==> config.mk <==
export PLATFORM = sky130hd
export DESIGN_NAME = mem_port_arbiter
export DESIGN_NICKNAME = d
export VERILOG_FILES = /design/src/rtl/mem_arb_pkg.sv /design/src/rtl/mem_arb_timer.sv /design/src/rtl/mem_port_arbiter.sv
export SDC_FILE = /design/constraint.sdc
export NUM_CORES = 1
export LEC_CHECK = 0
export CORE_AREA = 2 2 131 133
export DETAILED_ROUTE_END_ITERATION = 16
export DIE_AREA = 0 0 133 135
export GPL_ROUTABILITY_DRIVEN = 0
export PLACE_DENSITY = 0.65
export SETUP_SLACK_MARGIN = 0.05
export SLEW_MARGIN = 15
export SYNTH_ARGS = -nofsm -noshare
export SYNTH_HDL_FRONTEND = slang
export SYNTH_SLANG_ARGS = --single-unit
==> constraint.sdc <==
create_clock -name clk -period 3.7 [get_ports clk]
set_input_delay 0.555 -clock clk [delete_from_list [all_inputs] [get_ports clk]]
set_output_delay 0.555 -clock clk [all_outputs]
set_load 0.005 [all_outputs]
==> src/rtl/mem_arb_pkg.sv <==
// Shared constants for the CPU memory-port arbiter: FSM state codes, timeout
// default and the control fields MEM/WB latches when a bubble is forced.
package mem_arb_pkg;

  localparam logic [1:0] stIdle   = 2'd0;
  localparam logic [1:0] stMeBusy = 2'd1;
  localparam logic [1:0] stIfBusy = 2'd2;
  localparam logic [1:0] stResp   = 2'd3;

  localparam int TIMEOUT_CYC_DEF = 64;

  // MEM/WB control fields while wb_bubble is high: nothing is written back.
  localparam logic BUBBLE_REG_WR     = 1'b0;
  localparam logic BUBBLE_MEM_TO_REG = 1'b0;

endpackage

==> src/rtl/mem_arb_timer.sv <==
// Busy-cycle watchdog for the memory port; only present when MEMARB_TIMEOUT_EN
// is defined. Counts while run is high and flags the CYC-th busy cycle.
`ifdef MEMARB_TIMEOUT_EN
module mem_arb_timer #(
  parameter int unsigned CYC = 64
)(
  input  logic clk,
  input  logic rst,
  input  logic run,
  output logic expire
);

  localparam int CW = $clog2(CYC + 1);

  logic [CW-1:0] cnt;

  // Leaving BUSY drops run, so every new access starts from zero.
  always_ff @(posedge clk) begin
    if (rst || !run)
      cnt <= '0;
    else if (cnt != CW'(CYC - 1))
      cnt <= cnt + 1'b1;
  end

  assign expire = run && (cnt == CW'(CYC - 1));

endmodule
`endif

==> src/rtl/mem_port_arbiter.sv <==
// Shared memory-port arbiter/sequencer for IF and MEM; MEM wins ties.
// Optional busy-cycle timeout enabled by defining MEMARB_TIMEOUT_EN.
module mem_port_arbiter
  import mem_arb_pkg::*;
#(
  parameter int AW          = 32,
  parameter int DW          = 32,
  parameter int TIMEOUT_CYC = TIMEOUT_CYC_DEF
)(
  input  logic          clk,
  input  logic          rst,
  input  logic          if_req,
  input  logic [AW-1:0] if_addr,
  output logic [DW-1:0] if_rdata,
  output logic          if_done,
  input  logic          me_req,
  input  logic          me_we,
  input  logic [AW-1:0] me_addr,
  input  logic [DW-1:0] me_wdata,
  output logic [DW-1:0] me_rdata,
  output logic          me_done,
  output logic          mem_req,
  output logic          mem_we,
  output logic [AW-1:0] mem_addr,
  output logic [DW-1:0] mem_wdata,
  input  logic [DW-1:0] mem_rdata,
  input  logic          mem_rdy,
  output logic          stall,
  output logic          wb_bubble,
  output logic          err_timeout
);

  logic [1:0]    state;
  logic          ownerMe;
  logic          holdWe;
  logic [AW-1:0] holdAddr;
  logic [DW-1:0] holdWdata;
  logic          busy;
  logic          expire;
  logic          finish;
  logic [DW-1:0] rdataIn;

  assign busy = (state == stMeBusy) || (state == stIfBusy);

`ifdef MEMARB_TIMEOUT_EN
  mem_arb_timer #(.CYC(TIMEOUT_CYC)) uTimer (
    .clk    (clk),
    .rst    (rst),
    .run    (busy),
    .expire (expire)
  );

  logic errQ;
  // mem_rdy in the expiry cycle is a normal completion, not an error.
  always_ff @(posedge clk) begin
    if (rst)
      errQ <= 1'b0;
    else if (busy && expire && !mem_rdy)
      errQ <= 1'b1;
  end
  assign err_timeout = errQ;
`else
  logic unusedTimeoutCfg;
  assign unusedTimeoutCfg = (TIMEOUT_CYC == 0);
  assign expire           = 1'b0;
  assign err_timeout      = 1'b0;
`endif

  assign finish  = busy && (mem_rdy || expire);
  // An aborted access completes with zero data.
  assign rdataIn = mem_rdy ? mem_rdata : '0;

  always_ff @(posedge clk) begin
    if (rst) begin
      state     <= stIdle;
      ownerMe   <= 1'b0;
      holdWe    <= 1'b0;
      holdAddr  <= '0;
      holdWdata <= '0;
      if_rdata  <= '0;
      me_rdata  <= '0;
    end else begin
      case (state)
        stIdle: begin
          if (me_req) begin
            state     <= stMeBusy;
            ownerMe   <= 1'b1;
            holdWe    <= me_we;
            holdAddr  <= me_addr;
            holdWdata <= me_wdata;
          end else if (if_req) begin
            state    <= stIfBusy;
            ownerMe  <= 1'b0;
            holdWe   <= 1'b0;
            holdAddr <= if_addr;
          end
        end
        stMeBusy, stIfBusy: begin
          if (finish) begin
            state <= stResp;
            if (state == stIfBusy)
              if_rdata <= rdataIn;
            else if (!holdWe)
              me_rdata <= rdataIn;
          end
        end
        default: state <= stIdle;
      endcase
    end
  end

  assign mem_req   = busy;
  assign mem_we    = (state == stMeBusy) && holdWe;
  assign mem_addr  = holdAddr;
  assign mem_wdata = holdWdata;
  assign me_done   = (state == stResp) && ownerMe;
  assign if_done   = (state == stResp) && !ownerMe;

  // Drops in the done cycle so MEM/WB captures the completed access once.
  assign stall     = (me_req && !me_done) || (if_req && !if_done);
  assign wb_bubble = stall;

endmodule

After elaboration in Yosys (flattened, before gate mapping)
Cells that the tools add are included.
{"block": "word_totals", "register_bits": 132, "in_bits": 134, "output_inout_bits": 135}
{"block": "classes", "n_eq_ne": 5, "n_mux": 10, "n_bitwise": 2, "n_reduce_logical": 19}
{"operator": "32-bit two-way mux", "n": 3}
{"operator": "1-bit logical AND", "n": 6}
{"operator": "2-bit two-way mux", "n": 3}
{"operator": "2-bit AND reduction", "n": 3}
{"operator": "2-bit == test, second input constant", "n": 2}
{"operator": "2-bit one-hot mux with 2 select lines", "n": 1}
{"operator": "4-bit AND reduction", "n": 1}
{"operator": "1-bit logical NOT", "n": 3}
{"operator": "1-bit two-way mux", "n": 3}
{"operator": "3-bit inequality test, second input constant", "n": 1}
{"operator": "3-bit AND reduction", "n": 1}
{"operator": "2-bit by 1-bit == test with 1-bit output, second input constant", "n": 1}
{"operator": "2-bit logical NOT", "n": 1}
{"operator": "1-bit logical OR", "n": 2}
{"operator": "2-bit inequality test, second input constant", "n": 1}
{"operator": "1-bit NOT", "n": 2}
{"operator": "2-bit nonzero test", "n": 1}
{"operator": "2-bit OR reduction", "n": 1}

Logic depth before layout (Yosys ltp)
{"block": "depth", "depth_word": 5, "depth_mapped": 7, "depth_no_buf": 5}

Worst setup path before layout
No wires, ideal clock.
{"block": "synth_timing", "kind": "input-to-output", "startpoint": "input port me_req", "endpoint": "output port wb_bubble", "arrival_ns": 1.246, "setup_slack_ns": 1.899, "stages": 4, "n_path_buf": 3, "path_cell_list": "buf_6 -> buf_4 -> a2bb2oi_1 -> buf_4"}
{"block": "synth_between", "elab_chain_cells": 2}
{"element": "start, declared", "line_no": "mem_port_arbiter.sv:16", "rtl": "input logic me_req,"}
{"element": "1-bit logical AND", "line_no": "mem_port_arbiter.sv:120", "rtl": "assign stall = (me_req && !me_done) || (if_req && !if_done);"}
{"element": "1-bit logical OR", "line_no": "mem_port_arbiter.sv:120"}
{"element": "end, declared", "line_no": "mem_port_arbiter.sv:29", "rtl": "output logic wb_bubble,"}
Every way passes these cells.

Worst setup path after layout
{"block": "layout_timing", "startpoint": "input port if_req", "endpoint": "output port wb_bubble"}
{"block": "layout_between", "elab_chain_cells": 2}
{"element": "start, declared", "line_no": "mem_port_arbiter.sv:12", "rtl": "input logic if_req,"}
{"element": "1-bit logical AND", "line_no": "mem_port_arbiter.sv:120"}
{"element": "1-bit logical OR", "line_no": "mem_port_arbiter.sv:120"}
Every way passes these cells.

==> metrics.txt <==
sequential area share after synthesis=0.526; worst hold margin=0.450 ns; fin nets=983; share of cells above drive strength 1=0.0502; Hold Buf Count CTS=0; total number of vias=4864; PwrDens=612 nW/um^2; worst endpoint data arrival time=2.10 ns; fill count=1576; routed vias/inst=4.52; fin area=8380 sq um; number of CTS-inserted buffers=17; Final setup violation count=0; Post-Syn Area=5030 sq um; worst clock skew=0.00579 ns; RSZ-0062 raised after global routing=no; max_slew headroom=0.263; Worst Path Required=3.14 ns; Yosys cell types=29; EDFF count, synth=0; first-pass iteration count of the detailed router=5; vias in the first global route=4491; max_cap viols=0; crit-path max FO=4; Initial Utilization=0.306; maximum VDD drop=0.000303 V; top_reg_cell synth=dfxtp_1; area grow syn2layout=66.7%; min cycle time layout=2.65 ns; DR WL/cell=14.0 microns; Synth Area in Adders=0.00995; Reg clk slew, reported paths=0.05 ns; Residual DRC=0; Synth area leader=dfxtp_1; n_diodes=0; CP startpoint kind=primary input; Pleak=3.08 nW; P_int=0.00366 W; initial antenna violation count=0; sequential fraction of design power=0.364; final wirelength=15.1 mm; Die W=133 microns; Final Max Slew Viols=0; largest net degree at the start of global routing=69; status=completed; post-synthesis simple-gate area fraction=0.189; synthesized net count=738; worst-margin pin slew=1.10 ns; CTS Sinks=132; io pins=269; Clock Latency Late Sink=0.42 ns; cts repair resizes=0; CP Capture Type=output port; clock buffer depth=2; port buffer count=267; Area after DPL=7800 sq um; die height=135 microns; FF+latch count, synth=132; post-route ant nets=0; root buf cell=clkbuf_16; multiplexer area fraction after synthesis=0.0637; xor/xnor share of the synthesized area=0; core outline area=16400 sq um; Initial DRC Count=176; Comb power frac=0.309; main combinational cell family by area after synthesis=simple AND/OR/NAND/NOR gates; Hold Crit Class=flop to flop; sw power=0.00147 W; dpl hpwl=10.6 mm; Synth Area in Compound Gates=0.158; Global Route Usage Sum=0.169; Fin. Hold Viols=0; CTS H-tree depth=4; Ys Warns=0; cell count after synthesis=600; Final Cycle Share=0.716; TritonCTS clock tree=built; global route total overflow=0; Setup Buffers After CTS=0; average cell area after synthesis=8.38 sq um; switching portion of total power=0.286; post-route setup TNS=0 ns; row cnt=47; clock share of power=0.327; first-pass GRT wire length=23.6 mm; Area contributors post-synth=dfxtp_1 53%, nand2_1 14%, a21oi_1 9.7%; Max Clock Freq=0.377 GHz; asr flop ratio synth=0; Die ar.=18000 sq um; critical path class=primary input to output port; Yosys top cell area share=0.526
-- final timing paths --
path           startpoint           end  slack, ns  depth (start not counted)
max                if_req     wb_bubble       1.05                          5
max reg2reg      state[0]   me_rdata[5]       1.61                          6
min          mem_wdata[7]  mem_wdata[7]       0.45                          2
min reg2reg  mem_wdata[7]  mem_wdata[7]       0.45                          2
-- layer usage --
layer / vias to the layer above / GRT usage / part of all wire
met5: - / 0 / 0
met4: 0 / 0.0723 / 0.029
met3: 36 / 0.0732 / 0.091
met2: 219 / 0.261 / 0.46
met1: 2121 / 0.205 / 0.42
li1: 2488 / - / -
-- layout make-up --
class                           instances  area [sq um]  share of cell area
Tap cell                              220           275              0.0328
Multi-Input combinational cell        415          2120               0.253
Inverter                                3          11.3             0.00134
Timing Repair Buffer                  276          2750               0.327
Clock buffer                           22           454              0.0542
Sequential cell                       132          2640               0.315
Clock inverter                          9           130              0.0155
-- cells in the mapped netlist (all sizes together), types with 3 or more instances --
cell type	count
a211oi	32
a21oi	97
and2	4
buf	40
clkbuf	10
dfxtp	132
ha	4
inv	3
mux2i	32
nand2	193
nor2	36
-- registers in the layout, indices dropped and copies added, names as in the netlist --
name / flops
if_rdata: 32
me_rdata: 32
mem_addr: 32
mem_wdata: 32
state: 2
holdWe: 1
ownerMe: 1
-- cells in the final DEF (no fill, tap or decap), types with 2 or more instances in the layout --
cell type / Yosys / layout
clkbuf_16: 0 / 17
buf_4: 8 / 9
and2_1: 3 / 3
a21oi_1: 97 / 97
inv_1: 3 / 3
a211oi_1: 32 / 32
clkbuf_1: 10 / 4
clkinv_2: 0 / 3
o2111ai_1: 2 / 2
ha_1: 4 / 4
dfxtp_1: 132 / 132
mux2i_1: 32 / 32
nor2_1: 36 / 36
nor2b_1: 2 / 2
clkinv_4: 0 / 2
nand2_1: 193 / 193
bufinv_16: 0 / 3
clkdlybuf4s50_1: 0 / 265
o31ai_2: 2 / 2
-- cells by family (layout without fill, tap and decap cells) --
group,count (synthesis),after routing
compound gates,137,137
flops,132,132
simple gates,241,241
mux,32,32
buf+inv,53,310
fa+ha+maj,4,4
other cells,1,1
-- power by group through the flow --
stage,logic (W),registers (W),clock network [W]
finish,0.00158,0.00187,0.00168
global route,0.00176,0.00191,0.00179
CTS,0.00161,0.00187,0.00172
detailed placement,0.00161,0.00190,0
global placement,0.00161,0.00189,0
floorplan,0.000697,0.00192,0
-- critical path: stages --
cell,delay (ns)
clkdlybuf4s50_1,0.53
inv_1,0.07
nor2_1,0.10
a2bb2oi_1,0.27
clkdlybuf4s50_1,0.56
-- per-stage QoR --
| stage | setup WS [ns] | total power, W | util | std cells |
|---|---|---|---|---|
| finish | 1.05 | 0.00513 | 0.511 | 1077 |
| global route | 0.938 | 0.00545 | 0.511 | 1077 |
| CTS | 1.02 | 0.00521 | 0.511 | 1077 |
| detailed placement | 1.04 | 0.00350 | 0.475 | 1046 |
| global placement | 1.03 | 0.00349 | 0.475 | 1046 |
| floorplan | 1.90 | 0.00262 | - | 600 |
Note: power is estimated with default switching activity, not from simulation.
==> edit 1, RTL diff (config.mk and constraints unchanged) <==
Set the parameter `DW` to 24 (it was 32).
--- a/src/rtl/mem_port_arbiter.sv
+++ b/src/rtl/mem_port_arbiter.sv
@@ -6,3 +6,3 @@
   parameter int AW          = 32,
-  parameter int DW          = 32,
+  parameter int DW          = 24,
   parameter int TIMEOUT_CYC = TIMEOUT_CYC_DEF
Ports: changed (5 resized); port bits go from 269 to 229. No check against the original RTL was run, so the function may have changed too.
==> edit 1 against the unedited design <==
Worst setup slack improved by 0.078 ns. Final area down 18%. Synthesized area shrank 16%. First-iteration DRC count fell by 29%. Synthesized cell count down 18%. Power fell by 25%. Routed wire length decreased by 18%. Sequential cell count shrank 24.
==> edit 1: results (changes against the unedited design) <==
- The quantity of I/O buffers inserted on ports came to 227 (was 267).
- The final setup skew came to 0.01413 ns (was 0.005792 ns).
- Diode insertion count for antenna repair: 0 (unchanged)
* Worst R2R Setup Slack: 1.59 ns (was 1.61 ns)
- FF-to-FF End: if_rdata[8] (was me_rdata[5])
* Global-route wire length before repair: 19700 um (was 23620 um)
- The TritonCTS buffer count was 9 (was 17).
- Relative max-transition margin: 33.72% (was 26.30%)
- The routed via count divided by cell count is 4.284 (was 4.516).
- Critical path launch point: if_req (unchanged)
- Wirelength per Cell: 13.48 um (was 14.02 um)
- Total global-route track usage: 13.82% (was 16.86%)
- Number of global-route vias before repair: 3664 (was 4491)
* Sequential-to-total area share from yosys stat: 51.35% (was 52.55%)
* Post-synthesis cell type count: 29 (unchanged)
- The pre-CTS worst setup slack came to 1.128 ns (was 1.039 ns).
- The number of warnings reported in the yosys synthesis log is 0 (unchanged).
- Placed standard-cell area: 6583 sq um (was 7799 sq um)
- Termination of the worst setup path: stall (was wb_bubble)
- Buffers from clock root to sink, at most: 2 (unchanged)
- Iteration count of the initial detailed-routing pass: 4 (was 5)
* Outcome: completed (unchanged)
- Maximum number of pins on one net before global-route repair: 65 (was 69)
- The sum of net half-perimeters after detailed placement came to 8963 um (was 10600 um).
* Leakage: 2.514 nW (was 3.081 nW)
* Fraction of final layout cells sized beyond drive strength 1: 4.125% (was 5.018%)
- The total nets after synthesis was 617 (was 738).
- The clock latency of the later-clocked register in the worst-skew pair came to 0.35 ns (was 0.42 ns).
- Top cell types by occurrence after synthesis: sky130_fd_sc_hd__nand2_1, sky130_fd_sc_hd__dfxtp_1, sky130_fd_sc_hd__a21oi_1 (unchanged).
- The maximum level of the CTS H-tree was 3 (was 4).
- CP Data Arrival Time: 2.02 ns (was 2.10 ns)
- Min-Delay Startpoint: mem_wdata[10] (was mem_wdata[7])
- Flip-flop count of the largest register after layout: 32
* VDD IR max: 0.2107 mV (was 0.3030 mV)
* Count of cells along the worst register-to-register path: 5 (was 6)
* Nets@finish: 820 (was 983)
* Clock Pin Slew Worst Setup and Hold Paths: 0.07 ns (was 0.05 ns)
* Top area cells in the synthesized netlist: sky130_fd_sc_hd__dfxtp_1, sky130_fd_sc_hd__nand2_1, sky130_fd_sc_hd__a21oi_1 (unchanged)
- Number of violations reported at the end of detailed-routing iteration 0: 125 (was 176)
## edit 1: logic make-up after synthesis
| group | after synthesis | synth area share [%] |
|---|---|---|
| AND/OR/NAND/NOR | 193 | 18.34 |
| other | 1 | 0.08907 |
| AO/OA/AOI/OAI | 113 | 16.08 |
| adder cells (fa/ha/maj) | 4 | 1.189 |
| multiplexers | 32 | 7.608 |
| flip-flops | 108 | 51.35 |
| buffers and inverters | 44 | 5.349 |
## edit 1: metrics by stage
| stage | instances | hold slack [ns] |
|---|---|---|
| 3_3_place_gp | 907 | 0.4409 |
| 2_1_floorplan | 495 | 0.4527 |
| 5_1_grt | 923 | 0.4711 |
| 3_5_place_dp | 907 | 0.4456 |
| 4_1_cts | 923 | 0.4570 |
| 6_report | 923 | 0.4526 |
## edit 1: power by group
part | internal (W) | switching, W
clock network | 0.000488 | 0.000463
logic | 0.000756 | 0.000615
registers | 0.00142 | 0.000129
total | 0.00266 | 0.00121
## edit 1: per-layer routing
metal / vias to the layer above / global-route usage [%] / share of wire [%]
li1: 2064 / - / -
met1: 1743 / 16.55 / 41
met3: 13 / 4.730 / 7.7
met4: 0 / 4.361 / 1.4
met5: - / 0 / 0
met2: 134 / 23.40 / 50
## edit 1: area by class of cell
cell class	count	area (sq um)
clock buffers	10	239.0
multi-input cells	343	1824
clock inverters	6	51.30
well taps	220	275.3
inverters	3	11.26
flip-flops and latches	108	2162
fillers	1619	9534
repair buffers	233	2310
## edit 1: worst min path at each step
stage / to / slack [ns]
6_report: mem_wdata[10] / 0.45
5_1_grt: mem_wdata[3] / 0.47
4_1_cts: me_rdata[5] / 0.46
3_5_place_dp: me_rdata[5] / 0.45
3_3_place_gp: if_rdata[5] / 0.44
2_1_floorplan: if_rdata[0] / 0.45
## edit 1: worst max-delay path: stages
cell,delay [ns]
sky130_fd_sc_hd__clkdlybuf4s50_1,0.53
sky130_fd_sc_hd__inv_1,0.07
sky130_fd_sc_hd__nor2_1,0.10
sky130_fd_sc_hd__a2bb2oi_1,0.21
sky130_fd_sc_hd__clkdlybuf4s50_1,0.54
==> edit 2, RTL diff (config.mk and constraints unchanged) <==
Made on the original files. Add a define of `MEMARB_TIMEOUT_EN`.
--- a/src/rtl/mem_arb_timer.sv
+++ b/src/rtl/mem_arb_timer.sv
@@ -2,2 +2,4 @@
 // is defined. Counts while run is high and flags the CYC-th busy cycle.
+`define MEMARB_TIMEOUT_EN
+
 `ifdef MEMARB_TIMEOUT_EN
Behaviour: no difference found for any inputs over 4 cycles, from zero or initial values and one cycle with rst high; that may be too few to reach the edited logic, so the function may still have changed.
==> edit 2 against the unedited design <==
Sequential share of layout area grew 0.80 points. Synthesized area increased by 5.5%. Via count increased by 1.7%. Final area grew 3.4%. Power up 5.6%. Fmax rose by 3.4%. Core utilization increased by 1.8 points. Worst setup slack improved by 0.088 ns. Sequential cell count up 8. Routed wire length rose by 9.2%. Combinational power grew 6%. Critical path depth is the same. Largest power group unchanged. Largest cell class is now sequential cells.
==> edit 2: results (changes against the unedited design) <==
- Outcome: completed (unchanged).
- Fraction of final layout cells sized beyond drive strength 1: 5.187% (was 5.018%)
* Routed met2 length: 8603 um (was 6897 um)
- Top area cells in the synthesized netlist: sky130_fd_sc_hd__dfxtp_1, sky130_fd_sc_hd__nand2_1, sky130_fd_sc_hd__mux2i_1 (was sky130_fd_sc_hd__dfxtp_1, sky130_fd_sc_hd__nand2_1, sky130_fd_sc_hd__a21oi_1)
- CP Data Arrival Time: 2.01 ns (was 2.10 ns)
* Via density per instance: 4.715 (was 4.516)
- Relative max-transition margin: 31.19% (was 26.30%)
- Global-route wire length before repair: 25360 um (was 23620 um)
- Clock skew: 0.008043 ns (was 0.005792 ns)
- The cell leakage power came to 3.251 nW (was 3.081 nW).
- The total nets after synthesis was 710 (was 738).
- The number of global-route vias before repair is 4953 (was 4491).
- VDD IR max: 0.3522 mV (was 0.3030 mV)
- Met3 layer usage reported by global route: 4.467% (was 7.320%)
* GRT met2 Usage: 33.10% (was 26.11%)
- The DRC marker count from the first detailed-route iteration came to 208 (was 176).
* Number of standard cells after synthesis: 570 (was 600)
- Largest fanout on the critical path: 5 (was 4)
- The largest net degree at the start of global routing was 65 (was 69).
* Nets@finish: 957 (was 983)
* Non-filler instance count after layout: 1049 (was 1077)
* Top cell types by occurrence after synthesis: sky130_fd_sc_hd__dfxtp_1, sky130_fd_sc_hd__nand2_1, sky130_fd_sc_hd__a21oi_1 (was sky130_fd_sc_hd__nand2_1, sky130_fd_sc_hd__dfxtp_1, sky130_fd_sc_hd__a21oi_1)
* Wirelength per Cell: 15.71 um (was 14.02 um)
- Number of buffers inserted by port buffering: 268 (was 267)
- The overall routing resource usage was 17.83% (was 16.86%).
* Met1 capacity usage during global routing: 19.02% (was 20.45%)
- The length of the first detailed-routing pass in iterations was 4 (was 5).
==> edit 2: changes by cell type after synthesis, moves of 4 or more <==
| cell | unedited run | this run |
|---|---|---|
| sky130_fd_sc_hd__o21ai_0 | 1 | 35 |
| sky130_fd_sc_hd__a22o_1 | 0 | 32 |
| sky130_fd_sc_hd__clkbuf_1 | 10 | 14 |
| sky130_fd_sc_hd__nand2_1 | 193 | 101 |
| sky130_fd_sc_hd__buf_4 | 8 | 1 |
| sky130_fd_sc_hd__buf_2 | 21 | 16 |
| sky130_fd_sc_hd__dfxtp_1 | 132 | 140 |
| sky130_fd_sc_hd__nor2_1 | 36 | 42 |
| sky130_fd_sc_hd__buf_6 | 1 | 6 |
| sky130_fd_sc_hd__buf_1 | 10 | 6 |
| sky130_fd_sc_hd__a21oi_1 | 97 | 69 |
==> edit 2: stage by stage <==
step           utilization (%)  area (sq um)  total power, W
2_1_floorplan                -          5305        0.002785
3_3_place_gp             49.16          8065        0.003657
3_5_place_dp             49.16          8065        0.003713
4_1_cts                  52.86          8672        0.005483
5_1_grt                  52.86          8672        0.005726
6_report                 52.86          8672        0.005417
==> edit 2: power by group <==
group          total [W]  switching [W]  internal, W
sequential       0.00199       0.000169      0.00182
clock            0.00175       0.000626      0.00113
combinational    0.00167       0.000770     0.000901
==> edit 2: kinds of logic after synthesis <==
group,count (synthesis),share of synthesized area (%)
flip-flops,140,52.83
adder cells (fa/ha/maj),6,1.415
buffers and inverters,51,4.976
AO/OA/AOI/OAI,175,21.04
multiplexers,35,6.604
AND/OR/NAND/NOR,158,12.31
XOR/XNOR,5,0.8256
==> edit 2: path summary, 6_finish.rpt <==
| kind | cells past startpoint | end | slack [ns] | startpoint |
|---|---|---|---|---|
| max | 5 | stall | 1.14 | state[0] |
| min | 2 | uTimer.cnt[6] | 0.44 | uTimer.cnt[6] |
| max reg2reg | 6 | me_rdata[4] | 1.41 | state[0] |
| min reg2reg | 2 | uTimer.cnt[6] | 0.44 | uTimer.cnt[6] |
==> edit 2: layout make-up <==
class / count / area (sq um)
clock buffers: 21 / 440.4
clock inverters: 10 / 166.4
fillers: 1461 / 7735
inverters: 5 / 18.77
multi-input cells: 379 / 2248
flip-flops and latches: 140 / 2803
well taps: 220 / 275.3
repair buffers: 274 / 2720
==> edit 2: critical path, cell delays in order, from the launching register on <==
cell and delay, ns:
sky130_fd_sc_hd__dfxtp_1 0.35, sky130_fd_sc_hd__ha_1 0.23, sky130_fd_sc_hd__nor2b_1 0.16, sky130_fd_sc_hd__nor2_1 0.09
sky130_fd_sc_hd__a2bb2oi_1 0.21, sky130_fd_sc_hd__clkdlybuf4s50_1 0.55
